## config.mk

```make
export PLATFORM = sky130hd
export DESIGN_NAME = gps_sample_packer_flat
export DESIGN_NICKNAME = d
export VERILOG_FILES = /design/src/rtl/gps_sample_packer_if.sv /design/src/rtl/gps_sample_packer.sv /design/src/flat_wrapper.sv
export SDC_FILE = /design/constraint.sdc
export NUM_CORES = 1
export LEC_CHECK = 0
export BUFFER_PORTS_ARGS = -buffer_cell sky130_fd_sc_hd__buf_2
export CORE_ASPECT_RATIO = 1.2
export CORE_UTILIZATION = 53
export CTS_CLUSTER_SIZE = 24
export DETAILED_ROUTE_END_ITERATION = 7
export PLACE_DENSITY = 0.77
export SKIP_LAST_GASP = 1
export SLEW_MARGIN = 20
export SYNTH_ARGS = -nofsm -noshare
export SYNTH_HDL_FRONTEND = slang
export SYNTH_SLANG_ARGS = --single-unit
```

## constraint.sdc

```tcl
create_clock -name clk -period 2.6 [get_ports clk]
set_clock_uncertainty 0.15 [all_clocks]
set_input_delay 0.39 -clock clk [delete_from_list [all_inputs] [get_ports clk]]
set_output_delay 0.39 -clock clk [all_outputs]
set_load 0.05 [all_outputs]
```

## src/rtl/gps_sample_packer_if.sv

```systemverilog
// Bus bundle for gps_sample_packer: strobe/sample input, valid/ready word output,
// overflow status, and the fill counter exposed for observation.
interface gps_sample_packer_if #(
  parameter int BITS_PER_SAMPLE = 2,
  parameter int WORD_WIDTH      = 16
);
  localparam int SAMPLES_PER_WORD = WORD_WIDTH / BITS_PER_SAMPLE;
  localparam int FILL_W = (SAMPLES_PER_WORD > 1) ? $clog2(SAMPLES_PER_WORD) : 1;

  // Output handshake: a word moves on any cycle where word_valid and word_ready
  // are both 1; word is stable while word_valid is 1 and word_valid never drops
  // without a transfer. word_ready while word_valid is 0 has no effect.
  logic                       strobe;
  logic [BITS_PER_SAMPLE-1:0] sample;
  logic [WORD_WIDTH-1:0]      word;
  logic                       word_valid;
  logic                       word_ready;
  logic                       overflow;
  logic                       clear_ovf;
  logic [7:0]                 drop_count;
  logic [FILL_W-1:0]          fill;

  // master: the packer itself
  modport master (
    input  strobe, sample, word_ready, clear_ovf,
    output word, word_valid, overflow, drop_count, fill
  );

  // slave: upstream edge detector plus downstream host
  modport slave (
    output strobe, sample, word_ready, clear_ovf,
    input  word, word_valid, overflow, drop_count, fill
  );
endinterface

```

## src/rtl/gps_sample_packer.sv

```systemverilog
// Shifts strobed GPS samples into words (first sample in the MSBs) and offers them
// through a one-word holding register; words completing while it is occupied are dropped.
module gps_sample_packer #(
  parameter int BITS_PER_SAMPLE = 2,
  parameter int WORD_WIDTH      = 16
) (
  input logic               clk,
  input logic               rst,
  gps_sample_packer_if.master bus
);
  localparam int SPW    = WORD_WIDTH / BITS_PER_SAMPLE;
  localparam int FILL_W = (SPW > 1) ? $clog2(SPW) : 1;
  localparam int ACC_W  = (SPW > 1) ? WORD_WIDTH - BITS_PER_SAMPLE : BITS_PER_SAMPLE;
  localparam logic [FILL_W-1:0] FILL_LAST = FILL_W'(SPW - 1);

  typedef enum logic {EMPTY = 1'b0, FULL = 1'b1} hold_state_t;

  hold_state_t           state_q, state_d;
  logic [ACC_W-1:0]      acc_q;
  logic [ACC_W-1:0]      acc_shift;
  logic [FILL_W-1:0]     fill_q;
  logic [WORD_WIDTH-1:0] word_q;
  logic [WORD_WIDTH-1:0] word_new;
  logic                  ovf_q;
  logic [7:0]            cnt_q;
  logic                  complete;
  logic                  transfer;
  logic                  load;
  logic                  drop;

  // The accumulator only holds the first SPW-1 samples; the last one goes straight
  // into the word, so the accumulator never needs clearing between words.
  generate
    if (SPW > 1) begin : g_multi
      assign word_new = {acc_q, bus.sample};
      if (ACC_W > BITS_PER_SAMPLE) begin : g_wide
        assign acc_shift = {acc_q[ACC_W-BITS_PER_SAMPLE-1:0], bus.sample};
      end else begin : g_narrow
        assign acc_shift = bus.sample;
      end
    end else begin : g_single
      assign word_new  = bus.sample;
      assign acc_shift = '0;
    end
  endgenerate

  assign complete = bus.strobe && (fill_q == FILL_LAST);
  assign transfer = (state_q == FULL) && bus.word_ready;
  assign load     = complete && ((state_q == EMPTY) || bus.word_ready);
  assign drop     = complete && !load;

  always_comb begin
    state_d = state_q;
    case (state_q)
      EMPTY:   if (complete) state_d = FULL;
      FULL:    if (transfer && !complete) state_d = EMPTY;
      default: state_d = EMPTY;
    endcase
  end

  always_ff @(posedge clk or posedge rst) begin
    if (rst) begin
      state_q <= EMPTY;
    end else begin
      state_q <= state_d;
    end
  end

  always_ff @(posedge clk or posedge rst) begin
    if (rst) begin
      acc_q  <= '0;
      fill_q <= '0;
    end else if (bus.strobe) begin
      acc_q  <= acc_shift;
      fill_q <= complete ? '0 : fill_q + 1'b1;
    end
  end

  always_ff @(posedge clk or posedge rst) begin
    if (rst) begin
      word_q <= '0;
    end else if (load) begin
      word_q <= word_new;
    end
  end

  // A drop on the same cycle as a clear wins: the count restarts at one.
  always_ff @(posedge clk or posedge rst) begin
    if (rst) begin
      ovf_q <= 1'b0;
      cnt_q <= '0;
    end else if (drop) begin
      ovf_q <= 1'b1;
      if (bus.clear_ovf)        cnt_q <= 8'd1;
      else if (cnt_q != 8'hFF)  cnt_q <= cnt_q + 8'd1;
    end else if (bus.clear_ovf) begin
      ovf_q <= 1'b0;
      cnt_q <= '0;
    end
  end

  assign bus.word       = word_q;
  assign bus.word_valid = (state_q == FULL);
  assign bus.overflow   = ovf_q;
  assign bus.drop_count = cnt_q;
  assign bus.fill       = fill_q;
endmodule
```

## src/flat_wrapper.sv

```systemverilog
// flat-port wrapper written by rule: the top's interface ports become plain ports
module gps_sample_packer_flat 
#(
  parameter int BITS_PER_SAMPLE = 2,
  parameter int WORD_WIDTH      = 16
)
  (clk, rst, bus_strobe, bus_sample, bus_word_ready, bus_clear_ovf, bus_word, bus_word_valid, bus_overflow, bus_drop_count, bus_fill);
  gps_sample_packer_if #(.BITS_PER_SAMPLE(BITS_PER_SAMPLE), .WORD_WIDTH(WORD_WIDTH)) bus_i ();
  input logic clk;
  input logic rst;
  input wire logic [$bits(bus_i.strobe)-1:0] bus_strobe;
  input wire logic [$bits(bus_i.sample)-1:0] bus_sample;
  input wire logic [$bits(bus_i.word_ready)-1:0] bus_word_ready;
  input wire logic [$bits(bus_i.clear_ovf)-1:0] bus_clear_ovf;
  output wire logic [$bits(bus_i.word)-1:0] bus_word;
  output wire logic [$bits(bus_i.word_valid)-1:0] bus_word_valid;
  output wire logic [$bits(bus_i.overflow)-1:0] bus_overflow;
  output wire logic [$bits(bus_i.drop_count)-1:0] bus_drop_count;
  output wire logic [$bits(bus_i.fill)-1:0] bus_fill;
  assign bus_i.strobe = bus_strobe;
  assign bus_i.sample = bus_sample;
  assign bus_i.word_ready = bus_word_ready;
  assign bus_i.clear_ovf = bus_clear_ovf;
  assign bus_word = bus_i.word;
  assign bus_word_valid = bus_i.word_valid;
  assign bus_overflow = bus_i.overflow;
  assign bus_drop_count = bus_i.drop_count;
  assign bus_fill = bus_i.fill;
  gps_sample_packer #(.BITS_PER_SAMPLE(BITS_PER_SAMPLE), .WORD_WIDTH(WORD_WIDTH)) u_core (.clk(clk), .rst(rst), .bus(bus_i));
endmodule
```

==> results of run 1 <==
synth_stat cells:
cell type  number
a211oi_1        2
mux2i_1         2
nor3_1          2
clkbuf_1        1
nand3b_1        1
ha_1            3
nand2_1         6
buf_6           1
xnor2_1         3
a21oi_1         3
buf_4           1
and3_2          1
o22ai_1         1
or3_1           1
a21oi_2         1
buf_2           2
inv_1           5
nand3_1         3
nor4_1          1
o21ai_0         4
dfrtp_1        43
mux2_2         32
and3_1          1
and4_1          3
nor2_1          6
nand4b_4        1
a21o_1          1
and4b_1         1
cells by family (layout without fill, tap and decap cells):
family | count (synthesis) | in the layout | share of synthesized area, %
flops | 43 | 43 | 59.52
simple gates | 27 | 27 | 9.066
xor+xnor | 3 | 3 | 1.454
fa+ha+maj | 3 | 3 | 2.076
mux | 34 | 34 | 21.04
compound gates | 12 | 12 | 4.014
buf+inv | 10 | 51 | 2.837
power groups by stage:
stage	registers, W	logic, W	clock network (W)
2_1_floorplan	0.00150	0.000264	0
3_3_place_gp	0.000986	0.000977	0
3_5_place_dp	0.00101	0.00100	0
4_1_cts	0.000994	0.00101	0.000378
5_1_grt	0.00102	0.00105	0.000399
6_report	0.000990	0.000994	0.000364
layout by cell type, fill, tap and decap left out, drive strengths merged:
master and count:
ha 3, dfrtp 43, o21ai 4, nand3b 1
and4b 1, nor2 6, inv 4, and4 3
a21o 1, xnor2 3, clkinv 1, nand2 6
mux2i 2, and3 2, nor4 1, clkinvlp 1
nand4b 1, nand3 3, or3 1, nor3 2
a211oi 2, a21oi 4, mux2 32, buf 38
clkbuf 7, o22ai 1
worst max-delay path: cells and delay by family, from the launching register on:
kind                       cells  cell delay, ps
DFF                            1             400
AOI/OAI and AO/OA              2             390
adders and majority gates      2             430
and+or+nand+nor                2             510
worst max-delay path by stage:
stage,depth (start not counted),startpoint,to
floorplan,6,u_core.bus.fill[0],u_core.bus.word[10]
global placement,6,u_core.bus.fill[0],u_core.bus.word[6]
detailed placement,6,u_core.bus.fill[0],u_core.bus.drop_count[5]
CTS,6,u_core.bus.fill[0],u_core.bus.drop_count[5]
global route,6,u_core.bus.fill[0],u_core.bus.drop_count[5]
finish,6,u_core.bus.fill[0],u_core.bus.drop_count[5]
flip-flops by register name (all words and copies together), names as in the netlist:
name                   count
u_core.bus.word_valid      1
u_core.acc_q              14
u_core.bus.drop_count      8
u_core.bus.overflow        1
u_core.bus.word           16
u_core.bus.fill            3
per-stage QoR:
step	hold slack [ps]	instances
2_1_floorplan	324.9	132
3_3_place_gp	335.6	201
3_5_place_dp	345.5	201
4_1_cts	11.08	209
5_1_grt	39.42	209
6_report	5.669	209
area by class of cell:
class | instances | share of cell area [%]
Clock buffer | 7 | 3.112
Clock inverter | 1 | 0.3591
Inverter | 5 | 0.8977
Multi-Input combinational cell | 79 | 32.56
Sequential cell | 43 | 51.47
Tap cell | 36 | 2.154
Timing Repair Buffer | 38 | 9.455
routing by layer:
layer	routed length, um	global-route usage [%]
met1	1286	23.30
met2	1686	34.64
met3	106	4.110
met4	37	9.063
met5	0	0
==> flow_summary.yaml, run 1 <==
synth:
  ys_seq_area_share_pct: 59.52
  yosysWarnings: 0
  synth_top_area_share_pct: 59.52
  yosysTopAreaCell: "dfrtp_1"
  synth_cell_types: 28
  syn_avg_cell_area_sq_um: 13.70
  yosys-top-cells-area: "dfrtp_1, mux2_2, ha_1"
  synth.cell_area_sq_mm: 0.001808
  ys_ff_latch: 43
  synthCells: 132
  syn_nets: 142
cells_and_area:
  drive_gt1_share_pct: 46.82
  finalInstanceArea_sq_mm: 0.002091
  regArea_sq_mm: 0.001076
  diodes: 0
  multi_input_area_sq_um: 680.7
  finish.utilization_pct: 66.05
  nets: 182
  area_growth_pct: 15.64
  fillers: 247
route:
  drt_first_pass_iters: 4
  drt_iter0_drc: 26
  antenna_left: 0
  wl_um: 3115
  num_vias: 1161
  wl_per_cell_um: 14.90
  drc: 0
  viasPerCell: 5.555
power_and_ir_drop:
  seq_power_share_pct: 42.2
  peakVddDrop_mv: 0.8587
  pwr-share-comb_pct: 42.3
  switching_share_pct: 43.74
  power_switching_w: 0.001027
  total_power_w: 0.002348
  clock_power_share_pct: 15.5
  power_leakage_nw: 1.032
  power_density_mw_per_mm2: 1123
  power.internal_w: 0.001321
die:
  core-area_sq_mm: 0.003166
  die_w_um: 55.32
  die-area_sq_mm: 0.003650
  die_h_um: 65.98
  io_pins: 36
  row_count: 22
  start_util_pct: 57.11
placed_design:
  post-dp-hpwl_um: 2229
  place_congestion: 0.8403
  post-place-ws_ps: 671.7
  place_area_sq_mm: 0.002018
  portBuffers: 35
worst_setup_path:
  crit_arrival_ps: 2070
  path_common_cell: "ha_1"
  crit_type: "reg2reg"
  r2r_slack_ps: 640
  cp.required_ps: 2710
  slowest_stage: "dfrtp_1"
  crit_chain: "ha_1 -> ha_1 -> nand4b_4 -> a21o_1 -> or3_1 -> a21oi_1"
  cpPeakStageDelay_ps: 400
  path_max_fanout: 6
  r2r_cells: 6
  worstSetupStartpointType: "flip-flop"
  reg2reg_from: "u_core.bus.fill[0]"
  cp-end-kind: "flip-flop"
  r2r-end: "u_core.bus.drop_count[5]"
sta:
  fin_ws_ps: 644.7
  finalHoldViolCount: 0
  max_freq_mhz: 511.4
  final.setup.tns_ps: 0
  slew_headroom_pct: 65.18
  worst_slew_pin_slew_ps: 522.3
  fin_crit_sh_pct: 75.20
  finalMaxSlewViolations: 0
  min_period_ps: 1955
  rsz0062_at_grt: "false"
  setup_violations: 0
global_route:
  grt_max_degree: 44
  grt_pass1_wl_um: 5520
  grt_overflow: 0
  antenna_found_initial: 0
  track_usage_pct: 19.72
  grt_pass1_vias: 1212
cts:
  post-cts-setup-buffer-count: 0
  clkTransAtPathRegs_ps: 120
  ctsHoldBuffers: 0
  cts.sinks: 43
  cts_root_buf: "clkbuf_4"
  htree_levels: 2
  cts_buffers: 5
  clock_path_buffers: 2
  cts.repair.resized: 0
  clock_latency_ps: 340
  cts_tree: "yes"
run:
  maxCapViolations: 0
min_path:
  min-delay-path-class: "in2async"
status:
  status: "finished clean"
Note: power is estimated with default switching activity, not from simulation.
==> run 2, diff against run 1 <==
--- a/config.mk
+++ b/config.mk
@@ -7,10 +7,10 @@
 export LEC_CHECK = 0
 export BUFFER_PORTS_ARGS = -buffer_cell sky130_fd_sc_hd__buf_2
 export CORE_ASPECT_RATIO = 1.2
-export CORE_UTILIZATION = 53
+export CORE_UTILIZATION = 48
 export CTS_CLUSTER_SIZE = 24
 export DETAILED_ROUTE_END_ITERATION = 7
-export PLACE_DENSITY = 0.77
+export PLACE_DENSITY = 0.74
 export SKIP_LAST_GASP = 1
 export SLEW_MARGIN = 20
 export SYNTH_ARGS = -nofsm -noshare
==> constraint.sdc (replaced) <==
create_clock -name clk -period 1.79 [get_ports clk]
set_clock_uncertainty 0.15 [all_clocks]
set_input_delay 0.2685 -clock clk [delete_from_list [all_inputs] [get_ports clk]]
set_output_delay 0.2685 -clock clk [all_outputs]
set_load 0.05 [all_outputs]
==> flow_summary.yaml, run 2 (synthesis gave the netlist of run 1 again) <==
die:
  die-area_sq_mm: 0.004017
  die_w_um: 58.03
  die_h_um: 69.23
  core-area_sq_mm: 0.003603
  row_count: 24
  start_util_pct: 50.17
  io_pins: 36
power_and_ir_drop:
  clock_power_share_pct: 17.3
  power_switching_w: 0.001554
  seq_power_share_pct: 40.5
  peakVddDrop_mv: 1.179
  power.internal_w: 0.002024
  power_leakage_nw: 1.059
  power_density_mw_per_mm2: 1600
  switching_share_pct: 43.42
  pwr-share-comb_pct: 42.1
  total_power_w: 0.003578
cells_and_area:
  fillers: 293
  nets: 186
  area_growth_pct: 23.67
  finish.utilization_pct: 62.05
  largest_reg_flops: 16
  diodes: 0
  drive_gt1_share_pct: 53.67
  layout_commonest_cell: "dfrtp_1"
  final_cell_mix: "dfrtp_1, buf_2, mux2_2"
route:
  num_vias: 1186
  wl_um: 3285
  drt_first_pass_iters: 6
  wl_per_cell_um: 15.21
  drc: 1
  viasPerCell: 5.491
  antenna_left: 0
  drt_iter0_drc: 64
cts:
  cts_root_buf: "clkbuf_8"
  cts_buffers: 5
  htree_levels: 2
  cts_tree: "yes"
  clkTransAtPathRegs_ps: 80
  clock_latency_ps: 290
  clock_path_buffers: 2
  cts.sinks: 43
worst_setup_path:
  path_max_fanout: 5
  worstSetupStartpointType: "flip-flop"
  r2r_slack_ps: 20
  crit_chain: "ha_1 -> and3_1 -> a21o_1 -> or3_1 -> a21oi_2"
  crit_type: "reg2reg"
  cp-end-kind: "flip-flop"
  cpPeakStageDelay_ps: 450
  cp.required_ps: 1870
  slowest_stage: "dfrtp_2"
  crit_arrival_ps: 1850
sta:
  fin_crit_sh_pct: 98.87
  min_period_ps: 1770
  max_freq_mhz: 565.1
  hold_slack_ps: 63.61
  setup_violations: 0
  finalHoldViolCount: 0
  rsz0062_at_grt: "true"
  slew_headroom_pct: 58.95
  finalMaxSlewViolations: 0
  worst_slew_pin_slew_ps: 612.0
  fin_ws_ps: 20.25
placed_design:
  post-place-ws_ps: 15.10
  place_congestion: 0.8635
  post-dp-hpwl_um: 2250
  portBuffers: 35
global_route:
  grt_overflow: 0
  antenna_found_initial: 0
  grt_pass1_vias: 1285
  grt_pass1_wl_um: 5595
  track_usage_pct: 18.30
  grt_max_degree: 30
status:
  status: "finished with violations"
  violations: "design-rule violations"
min_path:
  min-delay-path-class: "in2reg"
run:
  maxCapViolations: 0
==> run 2: changes by cell type in the layout (fill, tap and decap cells not counted), sizes merged <==
| cell | change |
|---|---|
| dlygate4sd3 | +1 |
| buf | +3 |
| inv | +1 |
| clkinvlp | +1 |
| clkbuf | -2 |
==> run 2: worst max-delay path: cells and delay by family, from the launching register on <==
kind	cells	cell delay [ps]
fa+ha+maj	1	230
compound gates	2	310
flops	1	450
simple gates	2	560
==> run 2: stage by stage <==
stage	setup TNS [ps]	area, sq um	instances
after CTS	0	2217	215
after global routing	-76.76	2236	216
after floorplan	-1201	1864	132
final	0	2236	216
after global placement	0	2107	205
after detailed placement	0	2107	205
==> run 2: metal layers <==
layer	global-route usage, %	part of all wire [%]	vias to the layer above
met5	0	0	-
met4	9.788	1.9	0
met3	6.343	5.8	7
met2	29.76	51	35
met1	20.76	42	587
li1	-	-	557
==> run 2: worst paths after layout <==
path | startpoint | to | cells past startpoint
worst max-delay path | u_core.bus.drop_count[1] | u_core.bus.drop_count[5] | 5
worst min-delay path | bus_sample[1] | u_core.acc_q[1] | 2
worst max register to register | u_core.bus.drop_count[1] | u_core.bus.drop_count[5] | 5
worst min register to register | u_core.bus.word[15] | u_core.bus.word[15] | 1
max in group asynchronous | rst | u_core.acc_q[10] | 4
min in group asynchronous | rst | u_core.bus.word[14] | 3
==> run 2: cell type report <==
type	count	area, sq um	share of cell area, %
Tap cell	39	48.80	2.182
Clock inverter	3	23.77	1.063
Timing Repair Buffer	42	259.0	11.58
Clock buffer	5	68.82	3.078
Multi-Input combinational cell	79	734.5	32.85
Inverter	5	18.77	0.8394
Sequential cell	43	1082	48.41
==> run 2: power groups by stage <==
| stage | logic, W | registers (W) | clock network (W) |
|---|---|---|---|
| 2_1_floorplan | 0.000422 | 0.00221 | 0 |
| 3_3_place_gp | 0.00148 | 0.00146 | 0 |
| 3_5_place_dp | 0.00151 | 0.00148 | 0 |
| 4_1_cts | 0.00151 | 0.00146 | 0.000646 |
| 5_1_grt | 0.00159 | 0.00149 | 0.000675 |
| 6_report | 0.00151 | 0.00145 | 0.000621 |
==> run 2: what timing repair did <==
| item | in CTS | in global routing |
|---|---|---|
| resized for setup | 0 | 4 |
| pin swaps | 1 | 0 |
| hold buffers | 1 | 0 |
| endpoints found under the hold margin | 14 | 0 |
| setup buffers | 1 | 1 |
| endpoints found under the setup margin | 1 | 2 |
| gates cloned | 0 | 0 |
==> run 3, diff against run 2 <==
--- a/config.mk
+++ b/config.mk
@@ -5,12 +5,13 @@
 export SDC_FILE = /design/constraint.sdc
 export NUM_CORES = 1
 export LEC_CHECK = 0
-export BUFFER_PORTS_ARGS = -buffer_cell sky130_fd_sc_hd__buf_2
+export CAP_MARGIN = 20
 export CORE_ASPECT_RATIO = 1.2
-export CORE_UTILIZATION = 48
+export CORE_UTILIZATION = 59
 export CTS_CLUSTER_SIZE = 24
 export DETAILED_ROUTE_END_ITERATION = 7
-export PLACE_DENSITY = 0.74
+export DONT_BUFFER_PORTS = 1
+export PLACE_DENSITY = 0.75
 export SKIP_LAST_GASP = 1
 export SLEW_MARGIN = 20
 export SYNTH_ARGS = -nofsm -noshare
==> constraint.sdc (replaced) <==
create_clock -name clk -period 1.91 [get_ports clk]
set_clock_uncertainty 0.15 [all_clocks]
set_input_delay 0.2865 -clock clk [delete_from_list [all_inputs] [get_ports clk]]
set_output_delay 0.2865 -clock clk [all_outputs]
set_load 0.05 [all_outputs]
==> flow_summary.yaml, run 3 (synthesis gave the netlist of run 1 again) <==
status:
  status: "finished clean"
worst_setup_path:
  r2r_slack_ps: 50
  path_common_cell: "ha_4"
  cpPeakStageDelay_ps: 580
  reg2reg_from: "u_core.bus.fill[1]"
  crit_type: "reg2reg"
  slowest_stage: "dlygate4sd3_1"
  r2r-end: "u_core.bus.overflow"
  cp.required_ps: 1990
  path_max_fanout: 6
  crit_arrival_ps: 1940
  r2r_cells: 5
  crit_chain: "ha_4 -> ha_4 -> nand4b_4 -> dlygate4sd3_1 -> o21ai_0"
  worstSetupStartpointType: "flip-flop"
  cp-end-kind: "flip-flop"
route:
  drt_first_pass_iters: 4
  met1_length_um: 1269
  drc: 0
  antenna_left: 0
  viasPerCell: 5.880
  drt_iter0_drc: 19
  num_vias: 1129
  wl_um: 3142
  wl_met3_um: 182
  wl_per_cell_um: 16.36
  wl_met2_um: 1607
  dr.max_layer_used: "met4"
die:
  die_w_um: 52.54
  start_util_pct: 63.13
  die-area_sq_mm: 0.003291
  row_count: 21
  io_pins: 36
  die_h_um: 62.64
  core-area_sq_mm: 0.002864
cells_and_area:
  layout_commonest_cell: "dfrtp_1"
  multi_input_area_sq_um: 715.7
  finish.utilization_pct: 74.31
  final_cell_mix: "dfrtp_1, mux2_2, buf_4"
  drive_gt1_share_pct: 41.77
  diodes: 0
  fillers: 200
  area_growth_pct: 17.72
  nets: 167
  largest_reg_flops: 16
  regArea_sq_mm: 0.001082
sta:
  fin_crit_sh_pct: 97.14
  worst_slew_pin_slew_ps: 826.0
  setup_violations: 0
  max_freq_mhz: 539.0
  rsz0062_at_grt: "false"
  min_period_ps: 1855
  slew_headroom_pct: 44.75
  finalMaxSlewViolations: 0
  finalHoldViolCount: 0
  final.setup.tns_ps: 0
cts:
  clock_latency_ps: 360
  cts_buffers: 5
  clock_path_buffers: 2
  cts_tree: "yes"
  cts.repair.resized: 0
  cts_root_buf: "clkbuf_4"
  clkTransAtPathRegs_ps: 140
  cts.sinks: 43
  htree_levels: 2
power_and_ir_drop:
  power_leakage_nw: 0.9572
  total_power_w: 0.003105
  power_density_mw_per_mm2: 1459
  peakVddDrop_mv: 1.228
min_path:
  min-delay-path-class: "in2reg"
  hold_path_end: "u_core.bus.drop_count[4]"
  hold_path_depth: 4
  holdCritStartpoint: "bus_strobe"
placed_design:
  post-dp-hpwl_um: 2140
  portBuffers: 0
  place_congestion: 0.7306
global_route:
  grt_pass1_vias: 1118
  grt_max_degree: 23
  grt_pass1_wl_um: 5237
  track_usage_pct: 22.41
  grt_overflow: 0
  antenna_found_initial: 0
run:
  maxCapViolations: 0
[run 3: power by group]
| part | internal, W | total (W) | leakage, nW | switching, W |
|---|---|---|---|---|
| clock | 0.000155 | 0.000466 | 0.0362 | 0.000311 |
| sequential | 0.00118 | 0.00196 | 0.531 | 0.000782 |
| combinational | 0.000351 | 0.000679 | 0.390 | 0.000328 |
[run 3: layout make-up]
type	instances	area share (%)
multi-input combinational	79	33.63
tap	34	1.999
inverter	5	0.8818
clock buffer	5	1.764
clock inverter	3	1.235
sequential	43	50.85
timing repair buffer	23	9.641
[run 3: through the flow]
step / instance area (sq um) / worst slack (ps) / cells / hold WS [ps]
after floorplan: 1853 / 2.009 / 132 / 244.8
after detailed placement: 1984 / 141.5 / 176 / 86.53
after global routing: 2128 / 22.91 / 192 / 152.3
after global placement: 1984 / 206.2 / 176 / 75.75
final: 2128 / 54.64 / 192 / 137.4
after CTS: 2128 / 74.01 / 192 / 134.3
[run 3: layer usage]
layer  GRT usage, %  vias to the layer above
li1               -                      516
met3          5.839                       10
met1          27.61                      565
met5              0                        -
met2          35.28                       38
met4          11.84                        0
[run 3: repair_timing]
| action | in CTS | in global routing |
|---|---|---|
| hold endpoints to repair | 49 | 0 |
| buffers inserted | 0 | 0 |
| hold buffers | 8 | 0 |
[run 3: worst max path at each step]
stage	slack, ps	start	to
finish	50	u_core.bus.fill[1]	u_core.bus.overflow
global route	20	u_core.bus.fill[1]	u_core.bus.drop_count[5]
CTS	70	u_core.bus.fill[1]	u_core.bus.overflow
detailed placement	140	u_core.bus.drop_count[0]	u_core.bus.drop_count[5]
global placement	210	u_core.bus.drop_count[0]	u_core.bus.drop_count[5]
floorplan	2	u_core.bus.fill[0]	u_core.bus.word[10]
[run 3: worst max-delay path, delay by kind of cell, from the launching register on]
family | cells | cell delay [ps]
DFF | 1 | 460
adders and majority gates | 2 | 340
AOI/OAI and AO/OA | 1 | 80
buffers and inverters | 1 | 580
and+or+nand+nor | 1 | 120
